<file path="config.mk">
export PLATFORM = sky130hd
export DESIGN_NAME = vend_ctrl
export DESIGN_NICKNAME = d
export VERILOG_FILES = /design/src/rtl/vend_pkg.sv /design/src/rtl/vend_stock.sv /design/src/rtl/vend_ctrl.sv
export SDC_FILE = /design/constraint.sdc
export NUM_CORES = 1
export LEC_CHECK = 0
export ABC_AREA = 1
export ABC_CLOCK_PERIOD_IN_PS = 6680
export BUFFER_PORTS_ARGS = -buffer_cell sky130_fd_sc_hd__buf_4
export CAP_MARGIN = 20
export CORE_AREA = 2 2 66 115
export CTS_BUF_LIST = sky130_fd_sc_hd__clkbuf_16
export DETAILED_ROUTE_END_ITERATION = 12
export DIE_AREA = 0 0 68 117
export SYNTH_ARGS = -nofsm -noshare
export SYNTH_HDL_FRONTEND = slang
export SYNTH_HIERARCHICAL = 1
export SYNTH_SLANG_ARGS = --single-unit
</file>
<file path="constraint.sdc">
create_clock -name clk -period 6.68 [get_ports clk]
set_input_delay 1.67 -clock clk [delete_from_list [all_inputs] [get_ports clk]]
set_output_delay 1.67 -clock clk [all_outputs]
set_load 0.02 [all_outputs]
</file>
<file path="src/rtl/vend_pkg.sv">
// Shared definitions for the vending-machine controller.
// Holds the FSM state encoding, the default parameter values and the
// select-index width helper.
package vend_pkg;

  typedef enum logic [1:0] {
    ST_IDLE   = 2'd0,
    ST_CREDIT = 2'd1,
    ST_VEND   = 2'd2,
    ST_CHANGE = 2'd3
  } vend_state_t;

  localparam int CREDIT_W_DEF = 8;
  localparam int N_ITEMS_DEF  = 4;
  localparam int STOCK_W_DEF  = 4;

  // Width of an item index; never narrower than one bit.
  function automatic int sel_width(input int n_items);
    return (n_items > 1) ? $clog2(n_items) : 1;
  endfunction

endpackage

</file>
<file path="src/rtl/vend_stock.sv">
// Per-item stock counters for the vending controller (VEND_STOCK_EN builds only).
// Each counter starts full, loses one unit per acknowledged vend and is
// refilled to all-ones by restock. A refill wins over a simultaneous vend.
module vend_stock
  import vend_pkg::*;
#(
  parameter int N_ITEMS = N_ITEMS_DEF,
  parameter int STOCK_W = STOCK_W_DEF,
  parameter int SEL_W   = sel_width(N_ITEMS_DEF)
) (
  input  logic               clk,
  input  logic               rst,
  input  logic               dec,
  input  logic [SEL_W-1:0]   dec_idx,
  input  logic               restock,
  input  logic [SEL_W-1:0]   restock_idx,
  output logic [N_ITEMS-1:0] empty
);

  logic [STOCK_W-1:0] cnt_r [N_ITEMS];

  // Counter update: reset/restock fill, acknowledged vend consumes one unit.
  always_ff @(posedge clk) begin
    for (int i = 0; i < N_ITEMS; i++) begin
      if (!rst) begin
        cnt_r[i] <= '1;
      end else if (restock && (restock_idx == SEL_W'(i))) begin
        cnt_r[i] <= '1;
      end else if (dec && (dec_idx == SEL_W'(i)) && (cnt_r[i] != '0)) begin
        cnt_r[i] <= cnt_r[i] - {{(STOCK_W-1){1'b0}}, 1'b1};
      end else begin
        cnt_r[i] <= cnt_r[i];
      end
    end
  end

  for (genvar g = 0; g < N_ITEMS; g++) begin : g_empty
    assign empty[g] = (cnt_r[g] == '0);
  end

endmodule

</file>
<file path="src/rtl/vend_ctrl.sv">
// Vending-machine controller: accumulates coin credit, vends a selected item
// through a valid/ack handshake and returns change or refunds.
// Optional feature macro VEND_STOCK_EN adds per-item stock counting
// (vend_stock); without it items are never sold out and restock is ignored.
module vend_ctrl
  import vend_pkg::*;
#(
  parameter  int CREDIT_W = CREDIT_W_DEF,
  parameter  int N_ITEMS  = N_ITEMS_DEF,
  parameter  int STOCK_W  = STOCK_W_DEF,
  localparam int SEL_W    = sel_width(N_ITEMS)
) (
  input  logic                        clk,
  input  logic                        rst,
  input  logic                        coin_valid,
  input  logic [CREDIT_W-1:0]         coin_val,
  input  logic                        sel_valid,
  input  logic [SEL_W-1:0]            sel_idx,
  input  logic                        cancel,
  input  logic [N_ITEMS*CREDIT_W-1:0] price,
  input  logic                        restock,
  input  logic [SEL_W-1:0]            restock_idx,
  input  logic                        vend_ack,
  output logic                        vend_valid,
  output logic [SEL_W-1:0]            vend_idx,
  output logic                        change_valid,
  output logic [CREDIT_W-1:0]         change_amt,
  output logic                        coin_rej,
  output logic [CREDIT_W-1:0]         credit,
  output logic                        busy
);

  localparam int NSEL = 2 ** SEL_W;

  vend_state_t          state_r;
  logic [CREDIT_W:0]    coin_sum_s;
  logic                 coin_ovf_s;
  logic [CREDIT_W-1:0]  price_arr_s [NSEL];
  logic                 sel_in_range_s;
  logic [CREDIT_W-1:0]  sel_price_s;
  logic                 sold_out_s;
  logic                 sel_ok_s;

  // Price table padded to every encodable index; unused slots read zero.
  for (genvar g = 0; g < NSEL; g++) begin : g_price
    if (g < N_ITEMS) begin : g_real
      assign price_arr_s[g] = price[g*CREDIT_W +: CREDIT_W];
    end else begin : g_pad
      assign price_arr_s[g] = '0;
    end
  end

`ifdef VEND_STOCK_EN
  logic [N_ITEMS-1:0] empty_s;
  logic [NSEL-1:0]    empty_pad_s;

  vend_stock #(
    .N_ITEMS (N_ITEMS),
    .STOCK_W (STOCK_W),
    .SEL_W   (SEL_W)
  ) u_stock (
    .clk         (clk),
    .rst         (rst),
    .dec         (vend_ack && (state_r == ST_VEND)),
    .dec_idx     (vend_idx),
    .restock     (restock),
    .restock_idx (restock_idx),
    .empty       (empty_s)
  );

  assign empty_pad_s = NSEL'(empty_s);
  assign sold_out_s  = empty_pad_s[sel_idx];
`else
  logic                 unused_restock_s;
  logic [STOCK_W-1:0]   unused_stock_s;
  assign unused_restock_s = ^{restock, restock_idx};
  assign unused_stock_s   = '0;
  assign sold_out_s       = 1'b0;
`endif

  // Coin acceptance arithmetic and selection qualification.
  always_comb begin
    coin_sum_s     = {1'b0, credit} + {1'b0, coin_val};
    coin_ovf_s     = coin_sum_s[CREDIT_W];
    sel_in_range_s = ({1'b0, sel_idx} < (SEL_W+1)'(N_ITEMS));
    if (sel_in_range_s) begin
      sel_price_s = price_arr_s[sel_idx];
    end else begin
      sel_price_s = '0;
    end
    sel_ok_s = sel_valid && sel_in_range_s && (sel_price_s <= credit) && !sold_out_s;
  end

  // Main FSM with all outputs registered; strobes default low every cycle.
  always_ff @(posedge clk) begin
    if (!rst) begin
      state_r      <= ST_IDLE;
      credit       <= '0;
      vend_valid   <= 1'b0;
      vend_idx     <= '0;
      change_valid <= 1'b0;
      change_amt   <= '0;
      coin_rej     <= 1'b0;
      busy         <= 1'b0;
    end else begin
      change_valid <= 1'b0;
      change_amt   <= '0;
      coin_rej     <= 1'b0;
      case (state_r)
        ST_IDLE, ST_CREDIT: begin
          if (cancel) begin
            coin_rej <= coin_valid;
            if (state_r == ST_CREDIT) begin
              change_valid <= 1'b1;
              change_amt   <= credit;
              credit       <= '0;
              state_r      <= ST_IDLE;
            end
          end else if (sel_valid) begin
            coin_rej <= coin_valid;
            if (sel_ok_s) begin
              vend_valid <= 1'b1;
              vend_idx   <= sel_idx;
              credit     <= credit - sel_price_s;
              busy       <= 1'b1;
              state_r    <= ST_VEND;
            end
          end else if (coin_valid) begin
            if (coin_ovf_s) begin
              coin_rej <= 1'b1;
            end else begin
              credit  <= coin_sum_s[CREDIT_W-1:0];
              state_r <= ST_CREDIT;
            end
          end
        end
        ST_VEND: begin
          coin_rej <= coin_valid;
          if (vend_ack) begin
            vend_valid <= 1'b0;
            vend_idx   <= '0;
            if (credit == '0) begin
              busy    <= 1'b0;
              state_r <= ST_IDLE;
            end else begin
              state_r <= ST_CHANGE;
            end
          end
        end
        ST_CHANGE: begin
          coin_rej     <= coin_valid;
          change_valid <= 1'b1;
          change_amt   <= credit;
          credit       <= '0;
          busy         <= 1'b0;
          state_r      <= ST_IDLE;
        end
        default: begin
          vend_valid <= 1'b0;
          vend_idx   <= '0;
          credit     <= '0;
          busy       <= 1'b0;
          state_r    <= ST_IDLE;
        end
      endcase
    end
  end

endmodule

</file>
After elaboration in Yosys (flattened, before gate mapping)
Cells that the tools add are included.

cells by class
  bitwise logic cells = 1
  order comparisons = 2
  equality and inequality tests = 12
  reduce and logical (&&, ||, !) cells = 11
  multiplexer cells = 43
  $add $sub $neg = 2

operator list
  kind                count
  $mux 8              10
  $pmux 8 s2          2
  $mux 2              12
  $reduce_and 5->1    4
  $bmux 8 s2          1
  $mux 1              12
  $ne 4x4->1 const B  3
  $ne 2x2->1 const B  5
  $add 8x8->9         1
  $le 8x8->1          1
  $logic_not 8->1     1
  $sub 8x8->8         1
  $pmux 1 s2          3
  $pmux 2 s3          1
  $eq 2x2->1 const B  2
  $pmux 2 s2          1
  $reduce_bool 2->1   2
  $reduce_or 2->1     2
  $ge 3x3->1 const B  1
  $ne 3x3->1 const B  1
  $not 2->3           1
  $pmux 1 s3          1
  $eq 2x1->1 const B  1
  $logic_not 2->1     1
  $logic_and 1x1->1   1

storage, ports and cells
  input bits = 51
  logic and storage cells = 79
  register bits = 24
  output and inout bits = 22

Longest topological paths before layout
Gate-level depths: netlist of the first run.

  word-level depth = 10
  gate-level depth with buffers = 16
  mapped depth without buffers = 14

Least setup slack after synthesis of the first run
No wires, ideal clock.

  path kind = in2reg
  start = in sel_idx[0]
  end = reg state_r[1]
  buffers on the path = 2
  arrival time = 3.597 ns
  stages on the path = 15
  path slack = 2.955 ns
  data required time = 6.552 ns
  cells stage by stage = buf_2 clkbuf_1 o21ai_0 o22ai_1 ha_1 inv_1 fa_1 nand2_2 nand3_2 nand2_2 nand3_4 nand3_1 a21oi_1 nor2_1 nor2_1

on the way
  longest elaborated chain between the ends = 8

ends and longest elaborated chain
  item                                        line              text
  start: declaration                          vend_ctrl.sv:18   input logic [SEL_W-1:0] sel_idx,
  $not 2->3 (not written as such)             vend_ctrl.sv:87   sel_price_s = price_arr_s[sel_idx];
  $bmux 8 s2                                  vend_ctrl.sv:87
  $mux 8 (not written as such) (2 in series)  vend_ctrl.sv:87
  $le 8x8->1                                  vend_ctrl.sv:91   sel_ok_s = sel_valid && sel_in_range_s && (sel_price_s <= credit) && !sold_out_s;
  $logic_and 1x1->1                           vend_ctrl.sv:91
  $ne 4x4->1 (no source line)                 --
  $reduce_and 5->1 (no source line)           --
  end signal: assignment                      vend_ctrl.sv:97   state_r <= ST_IDLE;
  end signal: assignment                      vend_ctrl.sv:117  state_r <= ST_IDLE;
  end signal: assignment                      vend_ctrl.sv:126  state_r <= ST_VEND;
  end: declaration                            vend_ctrl.sv:35   vend_state_t state_r;

Every way passes these cells. The select of a mux whose other input is x is not followed.
A chain may end at the register's enable or synchronous reset.

Final worst setup path of the first run
  start = in sel_idx[0]
  end = reg credit[4]

on the way
  longest elaborated chain between the ends = 9
  elaborated cells on any way between the ends = 13
  those cells by class = add/sub (1); order compare (1); eq/ne (1); mux (7); bitwise (1); reduce/logical (2)

ends and longest elaborated chain
  item                                            line              text
  $not 2->3 (not written as such) (*)             vend_ctrl.sv:87
  $bmux 8 s2 (*)                                  vend_ctrl.sv:87
  $mux 8 (not written as such) (*) (2 in series)  vend_ctrl.sv:87
  $sub 8x8->8                                     vend_ctrl.sv:124  credit <= credit - sel_price_s;
  $mux 8                                          vend_ctrl.sv:121  if (sel_ok_s) begin
  $mux 8                                          vend_ctrl.sv:119  end else if (sel_valid) begin
  $mux 8                                          vend_ctrl.sv:111  if (cancel) begin
  $pmux 8 s2                                      vend_ctrl.sv:109  case (state_r)
  end signal: assignment                          vend_ctrl.sv:124
  end signal: assignment                          vend_ctrl.sv:132  credit <= coin_sum_s[CREDIT_W-1:0];
  end: declaration                                vend_ctrl.sv:29   output logic [CREDIT_W-1:0] credit,

Mark *: on every way between the ends. The rest lies on a longest branch, timed or not. The select of a mux whose other input is x is not followed.

==> out/qor.yml, run 1 <==
status:
  status: "finished clean"
job:
  max_cap_viol_count: 0
sta:
  tightest_slew_ns: 0.436
  slew_headroom_pct: 70.9
  report.final.slew_viol_count: 0
  final.period_utilization_pct: 57.3
  fin_skew_ns: 0.00722
  fin_setup_tns_ns: 0
  clock.fmax_ghz: 0.261
  hold_slack_ns: 0.463
  setup_ws_ns: 2.85
  rsz0062_at_grt: "false"
  setup_viol: 0
  hold_violations: 0
  fin_crit_ns: 3.83
grt:
  antenna_found_initial: 0
  track_usage_pct: 15.7
  grt_overflow: 0
  grt_pass1_vias: 2116
  grt_pass1_wl_mm: 9.52
  grt_max_degree: 19
logic_synthesis:
  ys_seq_area_share_pct: 23.4
  syn_nets: 388
  async_reset_ff_share_pct: 0
  synth-edff-count: 0
  synth_cells: 319
  synthesis.area_sq_um: 2050
  ys_ff_latch: 24
  ys_warn_count: 6
  ys_types: 35
  postSynthAreaPerCell_sq_um: 6.44
  synth_top_flop_cell: "dfxtp_1"
clock_network:
  cts-htree-levels: 1
  post_cts_resized: 0
  root_buffer: "clkbuf_16"
  numClockSinks: 24
  postCtsHoldBufs: 0
  post_cts_buffers: 0
  path_clk_slew_ns: 0.06
  cts.path.max_buffers: 2
  cts_tree: "yes"
  clk_latency_ns: 0.25
  numCtsBuffers: 3
floorplanning:
  std_cell_rows: 41
  io_pins: 73
  initial_core_util_pct: 29.0
  fp.dieW_um: 68
  core_area_sq_um: 7080
  dieArea_sq_um: 7960
  die_height_um: 117
power_and_ir_drop:
  total_power_uw: 483
  peakVddDrop_uv: 89.2
  p_leak_uw: 0.00140
  p_per_area_nw_per_um2: 177
finish:
  syn_to_final_growth_pct: 32.7
  finish.net_count: 456
  drive_gt1_share_pct: 24.2
  n_antenna_cell: 0
drt:
  drc: 0
  drtAntennaViolNets: 0
  drtIter0Drc: 105
  vias_per_cell: 4.87
  drt-wirelength-per-cell_um: 13.3
  firstDrtPassIters: 4
  wirelength_mm: 6.28
  route.vias.total: 2292
worst_setup_path:
  arrival_ns: 4.02
  r2r-start: "credit[1]$_SDFFE_PN0P_"
  end_kind: "register"
  required_ns: 6.87
  reg2reg_slack_ns: 4.61
  critPathKind: "input pin to register"
  crit_fanout: 18
  worstSetupEndpoint: "credit[4]$_SDFFE_PN0P_"
  crit_start: "sel_idx[0]"
  rr_worst_depth: 11
  worstSetupStartpointType: "input pin"
  r2r-end: "credit[4]$_SDFFE_PN0P_"
place:
  io_buffers: 69
  dp_hpwl_mm: 5.21
  dp_worst_setup_slack_ns: 2.59
  place_congestion: 0.905
hold_path:
  worstHoldPathType: "register to register"
==> final cells by class <==
cell class,instances,area (sq um)
multi-input cells,239,1360
well taps,86,108
fillers,785,4350
clock buffers,3,75.1
flip-flops and latches,24,480
repair buffers,69,518
inverters,50,188
==> sequential cells by signal, summed over array words and instances, names as in the netlist <==
signal,count
busy,1
change_valid,1
vend_valid,1
coin_rej,1
credit,8
state_r,2
change_amt,8
vend_idx,2
==> kinds of logic after synthesis <==
family / count (synthesis) / share of synthesized area, %
fa+ha+maj: 18 / 11.7
xor+xnor: 2 / 0.853
simple gates: 165 / 37.3
flops: 24 / 23.4
buf+inv: 56 / 10.5
compound gates: 54 / 16.2
==> cells in the mapped netlist (3+ instances only) <==
library cell,count,area (sq um)
nor2_1,24,90.1
a21oi_1,31,155
inv_2,4,15.0
nand3_2,3,30.0
nand4_1,8,50.1
nand2_1,84,315
dfxtp_1,24,480
nand2_2,4,25.0
ha_1,16,200
inv_1,45,169
o21ai_0,8,40.0
nand3_1,32,160
a32o_1,7,70.1
==> per-stage QoR <==
step | instance area, sq um | std cells | utilization [%]
4_1_cts | 2730 | 471 | 38.5
5_1_grt | 2730 | 471 | 38.5
3_5_place_dp | 2650 | 468 | 37.4
2_1_floorplan | 2050 | 319 | -
6_report | 2730 | 471 | 38.5
3_3_place_gp | 2650 | 468 | 37.4
==> routing by layer <==
layer | part of all wire, % | global-route usage, % | routed length (um)
met5 | 0 | 0 | 0
met4 | 4.1 | 6.67 | 259
met3 | 4.0 | 1.05 | 249
met2 | 56 | 31.6 | 3490
met1 | 36 | 15.4 | 2270
==> cells in the final DEF (no fill, tap or decap), types with 2 or more instances in the layout <==
master and instances:
nand2_1 84, a21oi_2 2, nand2_2 4, inv_2 4, a32o_1 7, ha_1 16, nor3_1 2, nand3_1 32
o21ai_0 8, fa_1 2, buf_4 69, nand4_1 8, inv_1 45, dfxtp_1 24, clkbuf_16 3, or2_2 2
a21oi_1 31, nand3_2 3, o21a_1 2, nor2_1 24
==> power breakdown <==
group          total [uW]  switching [uW]  internal [uW]
Combinational         193             112           81.1
Clock                 127            47.5           79.1
Sequential            164            12.7            151
Total                 483             172            311
==> critical path, stage by stage <==
cell and delay, ns:
buf_4 0.17, inv_1 0.35, o21ai_0 0.13, o22ai_1 0.20, ha_1 0.18, inv_1 0.07
fa_1 0.44, nand2_2 0.11, nand3_2 0.08, nand2_2 0.09, nand3_4 0.10, nand3_2 0.20
nand2_1 0.07, a21oi_1 0.14
==> worst min-delay path by stage <==
stage                                  start                        to  slack, ns  depth (start not counted)
floorplan            state_r[0]$_SDFFE_PN0P_   state_r[0]$_SDFFE_PN0P_       0.47                          2
global placement           busy$_SDFFE_PN0P_         busy$_SDFFE_PN0P_       0.45                          2
finish                     busy$_SDFFE_PN0P_         busy$_SDFFE_PN0P_       0.46                          2
detailed placement         busy$_SDFFE_PN0P_         busy$_SDFFE_PN0P_       0.46                          2
global route        vend_idx[0]$_SDFFE_PN0P_  vend_idx[0]$_SDFFE_PN0P_       0.50                          2
CTS                        busy$_SDFFE_PN0P_         busy$_SDFFE_PN0P_       0.47                          2
No activity file was read; power rests on OpenSTA's default activity.
==> inputs of run 2 (changes only) <==
--- a/config.mk
+++ b/config.mk
@@ -6,7 +6,7 @@
 export NUM_CORES = 1
 export LEC_CHECK = 0
 export ABC_AREA = 1
-export ABC_CLOCK_PERIOD_IN_PS = 6680
+export ABC_CLOCK_PERIOD_IN_PS = 4000
 export BUFFER_PORTS_ARGS = -buffer_cell sky130_fd_sc_hd__buf_4
 export CAP_MARGIN = 20
 export CORE_AREA = 2 2 66 115
==> constraint.sdc (replaced) <==
create_clock -name clk -period 4 [get_ports clk]
set_input_delay 1 -clock clk [delete_from_list [all_inputs] [get_ports clk]]
set_output_delay 1 -clock clk [all_outputs]
set_load 0.02 [all_outputs]
==> run 2 against run 1 <==
Cell area rose by 0.14%; cell count rose by 0.21%; register-to-register slack got worse by 2.7 ns; clock power rose by 72%; sequential cell count did not move; hold slack improved by 0.0015 ns; sequential share of layout area barely moved; global-route usage rose by 0.12 points; via count fell by 0.96%; sequential power rose by 66%.
==> out/qor.yml, run 2 (synthesis results as in run 1) <==
worst_setup_path:
  critPathKind: "input pin to register"
  end_kind: "register"
  worstSetupStartpointType: "input pin"
  crit_fanout: 18
  arrival_ns: 3.31
  required_ns: 4.18
sta:
  fin_setup_tns_ns: 0
  hold_violations: 0
  clock.fmax_ghz: 0.320
  final.period_utilization_pct: 78.2
  tightest_slew_ns: 0.441
  report.final.slew_viol_count: 0
  setup_viol: 0
  fin_skew_ns: 0.00580
  slew_headroom_pct: 70.6
  rsz0062_at_grt: "false"
  hold_slack_ns: 0.465
  fin_crit_ns: 3.13
clock_network:
  numClockSinks: 24
  root_buffer: "clkbuf_16"
  path_clk_slew_ns: 0.06
  cts.path.max_buffers: 2
  numCtsBuffers: 3
  post_cts_resized: 0
  clk_latency_ns: 0.26
  post_cts_buffers: 0
  cts_tree: "yes"
  cts-htree-levels: 1
  postCtsHoldBufs: 0
finish:
  regArea_sq_um: 480
  fin_util_pct: 38.5
  fillCellCount: 779
  drive_gt1_share_pct: 24.1
  multi_input_area_sq_um: 1360
  layout_commonest_cell: "nand2_1"
  finish.net_count: 456
  syn_to_final_growth_pct: 32.9
  final_cell_mix: "nand2_1 (84), buf_4 (69), inv_1 (45)"
  n_antenna_cell: 0
  top_regs: "change_amt: 8 flops, credit: 8 flops"
  finalInstanceArea_sq_um: 2730
floorplanning:
  die_height_um: 117
  io_pins: 73
  initial_core_util_pct: 29.0
  fp.dieW_um: 68
  dieArea_sq_um: 7960
  std_cell_rows: 41
  core_area_sq_um: 7080
power_and_ir_drop:
  pwr-share-comb_pct: 39.4
  p_sw_uw: 290
  total_power_uw: 812
  power_frac_clock_pct: 27.0
  p_seq_share_pct: 33.7
  p_int_uw: 521
  p_per_area_nw_per_um2: 297
  p_leak_uw: 0.00140
  peakVddDrop_uv: 142
  swShare_pct: 35.8
place:
  placed_area_sq_um: 2650
  place_congestion: 0.920
  io_buffers: 69
  dp_hpwl_mm: 5.24
grt:
  grt_pass1_vias: 2175
  grt_max_degree: 19
  grt_pass1_wl_mm: 9.58
  track_usage_pct: 15.8
  antenna_found_initial: 0
  grt_overflow: 0
hold_path:
  worstHoldPathType: "register to register"
drt:
  drtIter0Drc: 95
  firstDrtPassIters: 4
  wirelength_mm: 6.20
  vias_per_cell: 4.81
  route.vias.total: 2270
  drt-wirelength-per-cell_um: 13.1
  drtAntennaViolNets: 0
  drc: 0
job:
  max_cap_viol_count: 0
status:
  status: "finished clean"
run 2: changes by cell type in the layout (fill, tap and decap cells not counted):
cell      change
clkinv_1      +1
run 2: critical path: stages:
cell	delay (ns)
buf_4	0.17
inv_1	0.35
o21ai_0	0.14
o22ai_1	0.18
ha_1	0.18
inv_1	0.07
fa_1	0.44
nand2_2	0.11
nand3_2	0.07
nand2_2	0.09
nand3_4	0.09
nand3_2	0.19
o21ai_1	0.08
a21oi_1	0.13
run 2: layout make-up:
type	count	share of cell area, %
Multi-Input combinational cell	239	49.7
Timing Repair Buffer	69	19.0
Sequential cell	24	17.6
Inverter	50	6.88
Tap cell	86	3.94
Clock buffer	3	2.75
Clock inverter	1	0.138
run 2: worst paths after layout:
path / start / end / slack (ns) / cells past startpoint
min reg2reg: busy$_SDFFE_PN0P_ / busy$_SDFFE_PN0P_ / 0.46 / 2
max: sel_idx[0] / credit[0]$_SDFFE_PN0P_ / 0.87 / 14
max reg2reg: credit[1]$_SDFFE_PN0P_ / credit[0]$_SDFFE_PN0P_ / 1.95 / 11
min: busy$_SDFFE_PN0P_ / busy$_SDFFE_PN0P_ / 0.46 / 2
run 2: power groups by stage:
| stage | Clock, uW | Sequential, uW | Combinational, uW |
|---|---|---|---|
| global placement | 0 | 279 | 318 |
| CTS | 223 | 274 | 323 |
| finish | 219 | 273 | 320 |
| global route | 235 | 274 | 362 |
| floorplan | 0 | 283 | 205 |
| detailed placement | 0 | 279 | 322 |
run 2: through the flow:
step	instances	setup slack, ns
5_1_grt	472	0.609
3_3_place_gp	468	0.628
2_1_floorplan	319	0.945
6_report	472	0.873
4_1_cts	472	0.853
3_5_place_dp	468	0.597
run 2: metal layers:
layer,wire [um],GRT usage (%)
met2,3500,31.6
met4,275,7.60
met5,0,0
met3,186,1.34
met1,2230,15.2
